**config.mk**
```make
export PLATFORM = sky130hd
export DESIGN_NAME = rv_int_pipe
export DESIGN_NICKNAME = d
export VERILOG_FILES = /design/src/rtl/rv_int_pipe.sv
export SDC_FILE = /design/constraint.sdc
export NUM_CORES = 2
export LEC_CHECK = 0
export CAP_MARGIN = 20
export CORE_ASPECT_RATIO = 0.5
export CORE_MARGIN = 3
export CORE_UTILIZATION = 57
export CTS_BUF_LIST = sky130_fd_sc_hd__clkbuf_4
export CTS_CLUSTER_DIAMETER = 150
export DETAILED_ROUTE_END_ITERATION = 8
export PLACE_DENSITY = 0.74
export SYNTH_ARGS = -nofsm -noshare
export SYNTH_HDL_FRONTEND = slang
export SYNTH_SLANG_ARGS = --single-unit
```
**constraint.sdc**
```tcl
create_clock -name clk -period 4.9 [get_ports clk]
set_input_delay 0.49 -clock clk [delete_from_list [all_inputs] [get_ports clk]]
set_output_delay 0.49 -clock clk [all_outputs]
set_load 0.005 [all_outputs]
```
**src/rtl/rv_int_pipe.sv**
```systemverilog
// rv_int_pipe -- three-stage in-order RV32I/RV64I integer pipeline.
//
// Stages:
//   S1  decode and operand read (register file and, optionally, bypass)
//   S2  holds operands and ALU opcode; ALU result is combinational
//   S3  registered result drives the writeback outputs; the register file
//       is written on the edge that ends S3
//
// Supported: ADD SUB SLL SLT SLTU XOR SRL SRA OR AND,
//            ADDI SLTI SLTIU XORI ORI ANDI SLLI SRLI SRAI, LUI.
// Anything else, or a used register index >= NREGS, is illegal.
//
// Compile-time option:
//   RV_FWD_EN  defined   -> S1 operands bypass from the S2 ALU output
//                           (priority) or the S3 result; never stalls.
//              undefined -> RAW hazards against S2/S3 interlock S1.
//
// Parameters:
//   XLEN   datapath width, 32 or 64
//   NREGS  architectural registers, 16 or 32
//
// Ports:
//   clk, rst        clock, synchronous active-high reset
//   instr_valid     an instruction is offered
//   instr           instruction word
//   instr_ready     pipeline accepts instr this cycle
//   wb_valid        a legal result is in writeback this cycle
//   wb_rd, wb_data  writeback register index and value
//   flags           {Z,N,C,V} of the most recent legal instruction
//   illegal         one-cycle pulse when an illegal instruction is in S3
//   dbg_raddr       debug register-file read address
//   dbg_rdata       combinational register-file read (not bypassed)
//
// Handshake: an instruction transfers on a rising edge where
// instr_valid && instr_ready. instr_ready depends only on rst and on the
// S1/S2/S3 state, never on instr_valid. There is no output backpressure.

module rv_int_pipe #(
    parameter int unsigned XLEN  = 32,
    parameter int unsigned NREGS = 32
) (
    input  logic            clk,
    input  logic            rst,
    input  logic            instr_valid,
    input  logic [31:0]     instr,
    output logic            instr_ready,
    output logic            wb_valid,
    output logic [4:0]      wb_rd,
    output logic [XLEN-1:0] wb_data,
    output logic [3:0]      flags,
    output logic            illegal,
    input  logic [4:0]      dbg_raddr,
    output logic [XLEN-1:0] dbg_rdata
);

    localparam int unsigned SHW    = $clog2(XLEN);
    localparam int unsigned RW     = $clog2(NREGS);
    localparam logic [5:0]  NREGS6 = 6'(NREGS);

    localparam logic [6:0] OPC_OP    = 7'b0110011;
    localparam logic [6:0] OPC_OPIMM = 7'b0010011;
    localparam logic [6:0] OPC_LUI   = 7'b0110111;
    localparam logic [6:0] F7_ZERO   = 7'b0000000;
    localparam logic [6:0] F7_ALT    = 7'b0100000;

    typedef enum logic [3:0] {
        ALU_ADD, ALU_SUB, ALU_SLL, ALU_SLT, ALU_SLTU,
        ALU_XOR, ALU_SRL, ALU_SRA, ALU_OR, ALU_AND, ALU_LUI
    } alu_op_e;

    // ------------------------------------------------------------------
    // State
    // ------------------------------------------------------------------
    logic            s1_valid_q, s1_valid_d;
    logic [31:0]     s1_instr_q, s1_instr_d;

    logic            s2_valid_q, s2_valid_d;
    logic            s2_legal_q, s2_legal_d;
    alu_op_e         s2_op_q,    s2_op_d;
    logic [4:0]      s2_rd_q,    s2_rd_d;
    logic [XLEN-1:0] s2_a_q,     s2_a_d;
    logic [XLEN-1:0] s2_b_q,     s2_b_d;

    logic            s3_valid_q,   s3_valid_d;
    logic            s3_illegal_q, s3_illegal_d;
    logic [4:0]      s3_rd_q,      s3_rd_d;
    logic [XLEN-1:0] s3_data_q,    s3_data_d;

    logic [3:0]      flags_q, flags_d;
    logic [XLEN-1:0] regs_q [NREGS];
    logic [XLEN-1:0] regs_d [NREGS];

    // Register-file read; x0 and out-of-range indices read as zero.
    function automatic logic [XLEN-1:0] rf_read(input logic [4:0] idx);
        if (idx == 5'd0 || {1'b0, idx} >= NREGS6) begin
            return '0;
        end
        return regs_q[idx[RW-1:0]];
    endfunction

    // ------------------------------------------------------------------
    // S1 decode
    // ------------------------------------------------------------------
    logic [6:0] opcode;
    logic [2:0] f3;
    logic [6:0] f7;
    logic [5:0] f6;
    logic [4:0] rd, rs1, rs2;
    logic       dec_legal, uses_rs1, uses_rs2, use_imm, shamt_ok;
    alu_op_e    dec_op;
    logic [XLEN-1:0] i_imm, lui_imm;

    assign opcode = s1_instr_q[6:0];
    assign rd     = s1_instr_q[11:7];
    assign f3     = s1_instr_q[14:12];
    assign rs1    = s1_instr_q[19:15];
    assign rs2    = s1_instr_q[24:20];
    assign f7     = s1_instr_q[31:25];
    assign f6     = s1_instr_q[31:26];

    always_comb begin
        dec_legal = 1'b0;
        dec_op    = ALU_ADD;
        uses_rs1  = 1'b0;
        uses_rs2  = 1'b0;
        use_imm   = 1'b0;
        // On RV32 instr[25] would be shamt bit 5, which does not exist.
        shamt_ok  = (XLEN == 64) || !s1_instr_q[25];

        case (opcode)
            OPC_OP: begin
                uses_rs1 = 1'b1;
                uses_rs2 = 1'b1;
                case (f3)
                    3'b000: begin
                        if (f7 == F7_ZERO) begin
                            dec_legal = 1'b1; dec_op = ALU_ADD;
                        end else if (f7 == F7_ALT) begin
                            dec_legal = 1'b1; dec_op = ALU_SUB;
                        end
                    end
                    3'b001: begin dec_legal = (f7 == F7_ZERO); dec_op = ALU_SLL;  end
                    3'b010: begin dec_legal = (f7 == F7_ZERO); dec_op = ALU_SLT;  end
                    3'b011: begin dec_legal = (f7 == F7_ZERO); dec_op = ALU_SLTU; end
                    3'b100: begin dec_legal = (f7 == F7_ZERO); dec_op = ALU_XOR;  end
                    3'b101: begin
                        if (f7 == F7_ZERO) begin
                            dec_legal = 1'b1; dec_op = ALU_SRL;
                        end else if (f7 == F7_ALT) begin
                            dec_legal = 1'b1; dec_op = ALU_SRA;
                        end
                    end
                    3'b110: begin dec_legal = (f7 == F7_ZERO); dec_op = ALU_OR;   end
                    default: begin dec_legal = (f7 == F7_ZERO); dec_op = ALU_AND; end
                endcase
            end
            OPC_OPIMM: begin
                uses_rs1 = 1'b1;
                use_imm  = 1'b1;
                case (f3)
                    3'b000: begin dec_legal = 1'b1; dec_op = ALU_ADD;  end
                    3'b010: begin dec_legal = 1'b1; dec_op = ALU_SLT;  end
                    3'b011: begin dec_legal = 1'b1; dec_op = ALU_SLTU; end
                    3'b100: begin dec_legal = 1'b1; dec_op = ALU_XOR;  end
                    3'b110: begin dec_legal = 1'b1; dec_op = ALU_OR;   end
                    3'b111: begin dec_legal = 1'b1; dec_op = ALU_AND;  end
                    3'b001: begin
                        dec_legal = (f6 == 6'b000000) && shamt_ok;
                        dec_op    = ALU_SLL;
                    end
                    default: begin
                        if (f6 == 6'b000000) begin
                            dec_legal = shamt_ok; dec_op = ALU_SRL;
                        end else if (f6 == 6'b010000) begin
                            dec_legal = shamt_ok; dec_op = ALU_SRA;
                        end
                    end
                endcase
            end
            OPC_LUI: begin
                dec_legal = 1'b1;
                dec_op    = ALU_LUI;
            end
            default: ;
        endcase

        // RV-E: any referenced register beyond the file is illegal.
        if ({1'b0, rd} >= NREGS6 ||
            (uses_rs1 && {1'b0, rs1} >= NREGS6) ||
            (uses_rs2 && {1'b0, rs2} >= NREGS6)) begin
            dec_legal = 1'b0;
        end

        i_imm         = {XLEN{s1_instr_q[31]}};
        i_imm[11:0]   = s1_instr_q[31:20];
        lui_imm       = {XLEN{s1_instr_q[31]}};
        lui_imm[31:0] = {s1_instr_q[31:12], 12'h000};
    end

    // ------------------------------------------------------------------
    // S2 ALU
    // ------------------------------------------------------------------
    logic [XLEN-1:0] alu_res;
    logic            alu_c, alu_v;
    logic [XLEN:0]   sum_add, sum_sub;
    logic [SHW-1:0]  shamt;

    assign shamt   = s2_b_q[SHW-1:0];
    assign sum_add = {1'b0, s2_a_q} + {1'b0, s2_b_q};
    assign sum_sub = {1'b0, s2_a_q} + {1'b0, ~s2_b_q} + {{XLEN{1'b0}}, 1'b1};

    always_comb begin
        alu_res = '0;
        alu_c   = 1'b0;
        alu_v   = 1'b0;
        case (s2_op_q)
            ALU_ADD: begin
                alu_res = sum_add[XLEN-1:0];
                alu_c   = sum_add[XLEN];
                alu_v   = (s2_a_q[XLEN-1] == s2_b_q[XLEN-1]) &&
                          (alu_res[XLEN-1] != s2_a_q[XLEN-1]);
            end
            ALU_SUB: begin
                // Carry here is "no borrow".
                alu_res = sum_sub[XLEN-1:0];
                alu_c   = sum_sub[XLEN];
                alu_v   = (s2_a_q[XLEN-1] != s2_b_q[XLEN-1]) &&
                          (alu_res[XLEN-1] != s2_a_q[XLEN-1]);
            end
            ALU_SLL:  alu_res = s2_a_q << shamt;
            ALU_SLT:  alu_res[0] = $signed(s2_a_q) < $signed(s2_b_q);
            ALU_SLTU: alu_res[0] = s2_a_q < s2_b_q;
            ALU_XOR:  alu_res = s2_a_q ^ s2_b_q;
            ALU_SRL:  alu_res = s2_a_q >> shamt;
            ALU_SRA:  alu_res = $signed(s2_a_q) >>> shamt;
            ALU_OR:   alu_res = s2_a_q | s2_b_q;
            ALU_AND:  alu_res = s2_a_q & s2_b_q;
            default:  alu_res = s2_b_q;   // LUI: immediate arrives on b
        endcase
    end

    // ------------------------------------------------------------------
    // S1 operand selection and hazard handling
    // ------------------------------------------------------------------
    logic [XLEN-1:0] rs1_val, rs2_val;
    logic            stall;

`ifdef RV_FWD_EN
    logic s2_src, s3_src;
    assign s2_src = s2_valid_q && s2_legal_q && (s2_rd_q != 5'd0);
    assign s3_src = s3_valid_q && !s3_illegal_q && (s3_rd_q != 5'd0);

    always_comb begin
        rs1_val = rf_read(rs1);
        rs2_val = rf_read(rs2);
        // S3 first, then S2 overrides: the younger result wins.
        if (s3_src && s3_rd_q == rs1) rs1_val = s3_data_q;
        if (s3_src && s3_rd_q == rs2) rs2_val = s3_data_q;
        if (s2_src && s2_rd_q == rs1) rs1_val = alu_res;
        if (s2_src && s2_rd_q == rs2) rs2_val = alu_res;
    end

    assign stall = 1'b0;
`else
    logic s2_dst, s3_dst, rs1_hit, rs2_hit;
    assign s2_dst  = s2_valid_q && (s2_rd_q != 5'd0);
    assign s3_dst  = s3_valid_q && (s3_rd_q != 5'd0);
    assign rs1_hit = uses_rs1 && ((s2_dst && s2_rd_q == rs1) ||
                                  (s3_dst && s3_rd_q == rs1));
    assign rs2_hit = uses_rs2 && ((s2_dst && s2_rd_q == rs2) ||
                                  (s3_dst && s3_rd_q == rs2));

    always_comb begin
        rs1_val = rf_read(rs1);
        rs2_val = rf_read(rs2);
    end

    assign stall = s1_valid_q && dec_legal && (rs1_hit || rs2_hit);
`endif

    assign instr_ready = !rst && !stall;

    // ------------------------------------------------------------------
    // Next-state
    // ------------------------------------------------------------------
    always_comb begin
        // S1: hold while interlocked, otherwise take the offered word.
        s1_valid_d = s1_valid_q;
        s1_instr_d = s1_instr_q;
        if (!stall) begin
            s1_valid_d = instr_valid && instr_ready;
            if (instr_valid && instr_ready) s1_instr_d = instr;
        end

        // S2: a stall inserts a bubble.
        s2_valid_d = s1_valid_q && !stall;
        s2_legal_d = dec_legal;
        s2_op_d    = dec_op;
        s2_rd_d    = rd;
        s2_a_d     = (dec_op == ALU_LUI) ? '0 : rs1_val;
        s2_b_d     = (dec_op == ALU_LUI) ? lui_imm :
                     use_imm             ? i_imm   : rs2_val;

        // S3: illegal entries carry no destination or data.
        s3_valid_d   = s2_valid_q;
        s3_illegal_d = !s2_legal_q;
        s3_rd_d      = (s2_valid_q && s2_legal_q) ? s2_rd_q : 5'd0;
        s3_data_d    = (s2_valid_q && s2_legal_q) ? alu_res : '0;

        flags_d = flags_q;
        if (s2_valid_q && s2_legal_q) begin
            flags_d = {(alu_res == '0), alu_res[XLEN-1], alu_c, alu_v};
        end

        regs_d = regs_q;
        if (s3_valid_q && !s3_illegal_q && s3_rd_q != 5'd0) begin
            regs_d[s3_rd_q[RW-1:0]] = s3_data_q;
        end
    end

    always_ff @(posedge clk) begin
        if (rst) begin
            s1_valid_q   <= 1'b0;
            s1_instr_q   <= '0;
            s2_valid_q   <= 1'b0;
            s2_legal_q   <= 1'b0;
            s2_op_q      <= ALU_ADD;
            s2_rd_q      <= '0;
            s2_a_q       <= '0;
            s2_b_q       <= '0;
            s3_valid_q   <= 1'b0;
            s3_illegal_q <= 1'b0;
            s3_rd_q      <= '0;
            s3_data_q    <= '0;
            flags_q      <= '0;
            for (int i = 0; i < int'(NREGS); i++) regs_q[i] <= '0;
        end else begin
            s1_valid_q   <= s1_valid_d;
            s1_instr_q   <= s1_instr_d;
            s2_valid_q   <= s2_valid_d;
            s2_legal_q   <= s2_legal_d;
            s2_op_q      <= s2_op_d;
            s2_rd_q      <= s2_rd_d;
            s2_a_q       <= s2_a_d;
            s2_b_q       <= s2_b_d;
            s3_valid_q   <= s3_valid_d;
            s3_illegal_q <= s3_illegal_d;
            s3_rd_q      <= s3_rd_d;
            s3_data_q    <= s3_data_d;
            flags_q      <= flags_d;
            regs_q       <= regs_d;
        end
    end

    // ------------------------------------------------------------------
    // Outputs
    // ------------------------------------------------------------------
    assign wb_valid  = s3_valid_q && !s3_illegal_q;
    assign illegal   = s3_valid_q && s3_illegal_q;
    assign wb_rd     = s3_rd_q;
    assign wb_data   = s3_data_q;
    assign flags     = flags_q;
    assign dbg_rdata = rf_read(dbg_raddr);

endmodule
```
After elaboration in Yosys (flattened, before gate mapping):

Index checks and enable logic that the tools add are counted.

* word-level logic and storage cells: 191
* input port bits: 40
* register bits after elaboration: 1175
* output and inout port bits: 76

* bitwise logic cells: 10
* reduce and logical (&&, ||, !) cells: 46
* eq/ne operators: 30
* $lt $le $gt $ge: 7
* mux-type cells: 46
* add/sub/neg operators: 3
* shift operators: 3

Operators by type and width (count)
* bitwise mux 1024 bit: 1
* binary-select mux 32 bit (select 5 bit): 3
* 2-to-1 mux 32 bit: 15
* case mux 31 bit (9 select lines): 1
* demux 32 bit (select 5 bit): 1
* adder 32 x 32 -> 33 bit: 2
* less-than comparator 32 bit: 2
* case mux 4 bit (7 select lines): 2
* adder 33 x 1 -> 33 bit (second input constant): 1
* bitwise AND 32 bit: 1
* logical NOT 32 bit: 1
* NOT 32 bit: 1
* bitwise OR 32 bit: 1
* left shift 32 x 5 -> 32 bit: 1
* right shift 32 x 5 -> 32 bit: 1
* >>> shifter 32 x 5 -> 32 bit: 1
* bitwise XOR 32 bit: 1
* greater-or-equal comparator 6 bit (second input constant): 4
* NOT 5 -> 6 bit: 4
* == test 7 x 6 -> 1 bit (second input constant): 3
* logical AND 1 bit: 21
* == test 5 bit: 4
* == test 4 x 3 -> 1 bit (second input constant): 4
* logical NOT 5 bit: 3
* 28 further kinds: 66

Logic depth before layout (Yosys ltp):

* depth in word-level cells: 11
* mapped depth: 17
* gate-level depth less buffers: 14

Worst setup path before layout:

Ideal clock, no wire load.

* path kind: register to register
* from: register s2_b_q[3]
* to: register flags_q[3], in the netlist flags[3]
* setup slack: 789 ps
* arrival: 4052 ps
* library setup time: 59 ps
* cell stages (with the launch flop): 18
* cells stage by stage: dfxtp_1 > buf_2 > clkinv_1 > clkbuf_1 > buf_1 > ha_1 > clkbuf_1 > inv_1 > o311a_1 > o21a_1 > o31ai_1 > a211oi_1 > a211oi_1 > mux2i_1 > nand4_1 > nor4_1 > and4b_1 > a32o_2

* longest elaborated chain between the ends: 5

Ends and longest elaborated chain
* start, declared: RTL line 82 `logic [XLEN-1:0] s2_b_q, s2_b_d;`
* start signal, assigned: RTL line 330 `s2_b_q <= '0;`
* start signal, assigned: RTL line 345 `s2_b_q <= s2_b_d;`
* NOT 32 bit: RTL line 210 `assign sum_sub = {1'b0, s2_a_q} + {1'b0, ~s2_b_q} + {{XLEN{1'b0}}, 1'b1};`
* adder 32 x 32 -> 33 bit: RTL line 210
* adder 33 x 1 -> 33 bit: RTL line 210
* case mux 31 bit (9 select lines): RTL line 216 `case (s2_op_q)`
* logical NOT 32 bit (*): RTL line 312 `flags_d = {(alu_res == '0), alu_res[XLEN-1], alu_c, alu_v};`
* end signal, assigned: RTL line 350 `flags_q <= flags_d;`
* end, declared: RTL line 89 `logic [3:0] flags_q, flags_d;`

Every way passes the cells marked *; elsewhere a longest branch is shown, timed or not.
A chain may end at the register's enable or synchronous reset.

Final worst setup path:

* from: register s2_a_q[20]
* to: register s3_data_q[29], in the netlist wb_data[29]

* longest elaborated chain between the ends: 3

Ends and longest elaborated chain
* start, declared: RTL line 81 `logic [XLEN-1:0] s2_a_q, s2_a_d;`
* start signal, assigned: RTL line 329 `s2_a_q <= '0;`
* start signal, assigned: RTL line 344 `s2_a_q <= s2_a_d;`
* adder 32 x 32 -> 33 bit: RTL line 210
* adder 33 x 1 -> 33 bit: RTL line 210
* case mux 31 bit (9 select lines) (*): RTL line 216
* end signal, assigned: RTL line 349 `s3_data_q <= s3_data_d;`
* end, declared: RTL line 87 `logic [XLEN-1:0] s3_data_q, s3_data_d;`

Marked as above.

==> impl_results.md <==
- Final setup vio count: 1
- Fin nets: roughly 8100
- CTS root buf: clkbuf_4
- Max Fclk: just over 0.2 GHz
- PortBufs: 115
- Critical Path Slowest Stage Cell: a311oi_1
- Post-synth ARST share: 0
- Finished Layout Cells: 9881
- Initial core utilization: 0.577
- CTS Sinks: 1175
- RSZ-0062 raised after global routing: no
- Worst-Margin Slew: around 1.3 ns
- Max-slew headroom: 0.114
- Avg Inst Size Synth: ~9.4 µm²
- IO Count: between 100 and 150
- Final ANT Viol Nets: 0
- Post-Route Setup TNS: -0.0488 ns
- Post-synth top area share: 0.315
- Lkg Pwr: between 0.02 and 0.03 µW
- H-tree levels: 5
- Final period utilization: 1.01
- Worst setup margin: -0.0488 ns
- Setup bufs post-CTS: 0
- Fin util: 0.636
- Delay of the slowest cell on the worst path: 1.11 ns
- Commonest non-fill, non-tap cell in the layout: nand2_1
- Part of the Yosys area used for sequential elements: 0.315
- Post-DP HPWL: between 200000 and 250000 µm
- Worst EP required: just over 6 ns
- CTS tree: yes
- Crit-path cells: inv_1 > ha_1 > a21oi_1 > o21ai_0 > a211o_1 > o32ai_2 > o41ai_2 > nand3_1 > mux2_2 > a311oi_1 > buf_4
- Critical Path AT: 6.19 ns
- Failing checks: setup timing
- Cell taking the most area after synthesis: dfxtp_1
- Vias in the first global route: approximately 67000
- Area of the multi-input gates: between 0.04 and 0.05 mm²
- Main synth FF type: dfxtp_1
- Overall global routing resource usage: 0.476
- Core area: roughly 0.13 mm²
- Placed cell count: roughly 9300
- Storage cell area: ~0.024 mm²
- Maximum vdd drop: between 200 and 250 µV
- Share of cells above drive strength 1: 0.247
- Starting DRT DRC Count: between 10000 and 15000
- Run status: finished with violations
- Die H: around 260 µm
- Most frequent cells in the layout: 2180 x nand2_1, 1156 x dfxtp_1, 1103 x a21oi_1
- Syn Inst Count: between 7000 and 8000
- Minimum clock period: between 4 and 5 ns
- Vias per Instance: 7.33
- Initial antenna violation count: 24
- Max-Cap Viols: 0
- Syn nets: ~8000
- Layout area overhead: 10.2%
- DR vias: 72400
- DR pass1 iterations: 7
- Skew-Pair Late Insertion Delay: 1.34 ns
- Final wirelength: ~330000 µm
- DIE WIDTH: about 520 µm
- Max Root-Sink Buffers: 4
- Worst hold slack: roughly 0.27 ns
- DRC Markers: 0
- Gpl congestion: between 1 and 1.5
- HP Class: in2reg
- First-pass GRT wire length: 468000 µm
- Startpoint Class: register
- Fillers: ~11000
- Cell variety after synth: between 90 and 100
- Final hold vios: 0
- Kind of critical path: reg2reg
- Power per Cell Area: around 240 mW/mm²
- CTS buffer count: just under 300
- Post-Route Skew: around 0.13 ns
- CP Max Fanout: 12
- R2r setup slk: -0.05 ns
- Worst setup EP type: register
- Post-synth EDFFs: 0
- Full die area: around 0.14 mm²
- Fin. max-slew vios: 0
- #FFs+latches synth: 1175
- CTS clk-pin slew, worst paths: 0.08 ns
- Largest net degree at the start of global routing: about 200
- # rows: 93
- Synth area leaders: dfxtp_1 32%, mux4_2 31%, nand2_1 11%
- Grt total ovfl: 0
- Mapped Area: between 0.07 and 0.08 mm²
- Ys Warns: 0
- Post-DR wirelength/cell: about 34 µm
==> critical path: cells and delay by family (launching register included) <==
kind                       cells  cell delay, ns
AOI/OAI and AO/OA              6            2.88
and+or+nand+nor                1            0.12
buffers and inverters          2            0.45
DFF                            1            0.66
muxes                          1            0.39
adders and majority gates      1            0.44
==> path summary, 6_finish.rpt <==
| path | startpoint | endpoint | cells past startpoint |
|---|---|---|---|
| setup reg to reg | s2_a_q[20] | wb_data[29] | 11 |
| hold / removal | rst | s2_op_q[1] | 3 |
| setup / recovery | s2_a_q[20] | wb_data[29] | 11 |
| hold reg to reg | s1_valid_q | s2_valid_q | 1 |
==> kinds of logic after synthesis <==
family / Yosys count / synth area share
compound gates: 1605 / 0.123
xor+xnor: 38 / 0.00446
fa+ha+maj: 99 / 0.0168
buf+inv: 926 / 0.0481
flops: 1175 / 0.315
mux: 1207 / 0.334
simple gates: 2897 / 0.159
==> where the power goes <==
group          switching, µW  leakage [µW]  internal [µW]  total [µW]
sequential               130       0.00948           9560        9690
clock                   4380       0.00209           3980        8370
combinational            848        0.0148            555        1400
==> Yosys cell counts (all sizes together), types with 30 or more instances <==
library cell,instances
a22oi,30
inv,95
a21oi,1104
clkbuf,669
dfxtp,1175
nor4,32
ha,97
mux2i,128
nand2,2211
nor2b,69
o22ai,30
nor3,75
mux2,62
a211oi,41
nand3,44
nor2,286
mux4,1017
o21ai,125
buf,160
nand2b,52
==> sequential cells by signal, summed over array words and instances (netlist names) <==
signal,count
s2_rd_q,5
s2_op_q,4
s2_b_q,32
wb_data,32
s2_a_q,32
flags,4
wb_rd,5
s1_instr_q,32
s3_valid_q,1
s3_illegal_q,1
s2_legal_q,1
s1_valid_q,1
regs_q,1024
s2_valid_q,1
==> cell type report <==
type,count,area share
Antenna cell,12,0.000365
Clock buffer,421,0.0384
Clock inverter,66,0.00354
Inverter,97,0.00443
Multi-Input combinational cell,5846,0.583
Sequential cell,1175,0.287
Tap cell,1757,0.0267
Timing Repair Buffer,507,0.0570
==> stage by stage <==
step | power [µW] | instance area (µm²) | worst slack, ns
after detailed placement | 11200 | 78400 | 0.158
after global routing | 19900 | 82200 | 0.0363
final | 19500 | 82200 | -0.0488
after floorplan | 10800 | 74700 | 0.789
after global placement | 11200 | 78400 | 0.169
after CTS | 19300 | 82200 | 0.144
==> repair_timing <==
| item | CTS | global route |
|---|---|---|
| setup endpoints to repair | 0 | 2 |
| endpoints found under the hold margin | 97 | 0 |
| resized for setup | 0 | 2 |
| hold buffers | 34 | 0 |
==> routing by layer <==
| metal | wire [µm] | up-vias | global-route usage | part of all wire |
|---|---|---|---|---|
| met5 | 1310 | - | 0.0482 | 0.0039 |
| met4 | 28300 | 54 | 0.337 | 0.085 |
| met3 | 62800 | 1847 | 0.248 | 0.19 |
| met2 | 131000 | 6983 | 0.646 | 0.39 |
| met1 | 109000 | 34600 | 0.576 | 0.33 |
| li1 | - | 29000 | - | - |
(Power assumes the default switching activity.)
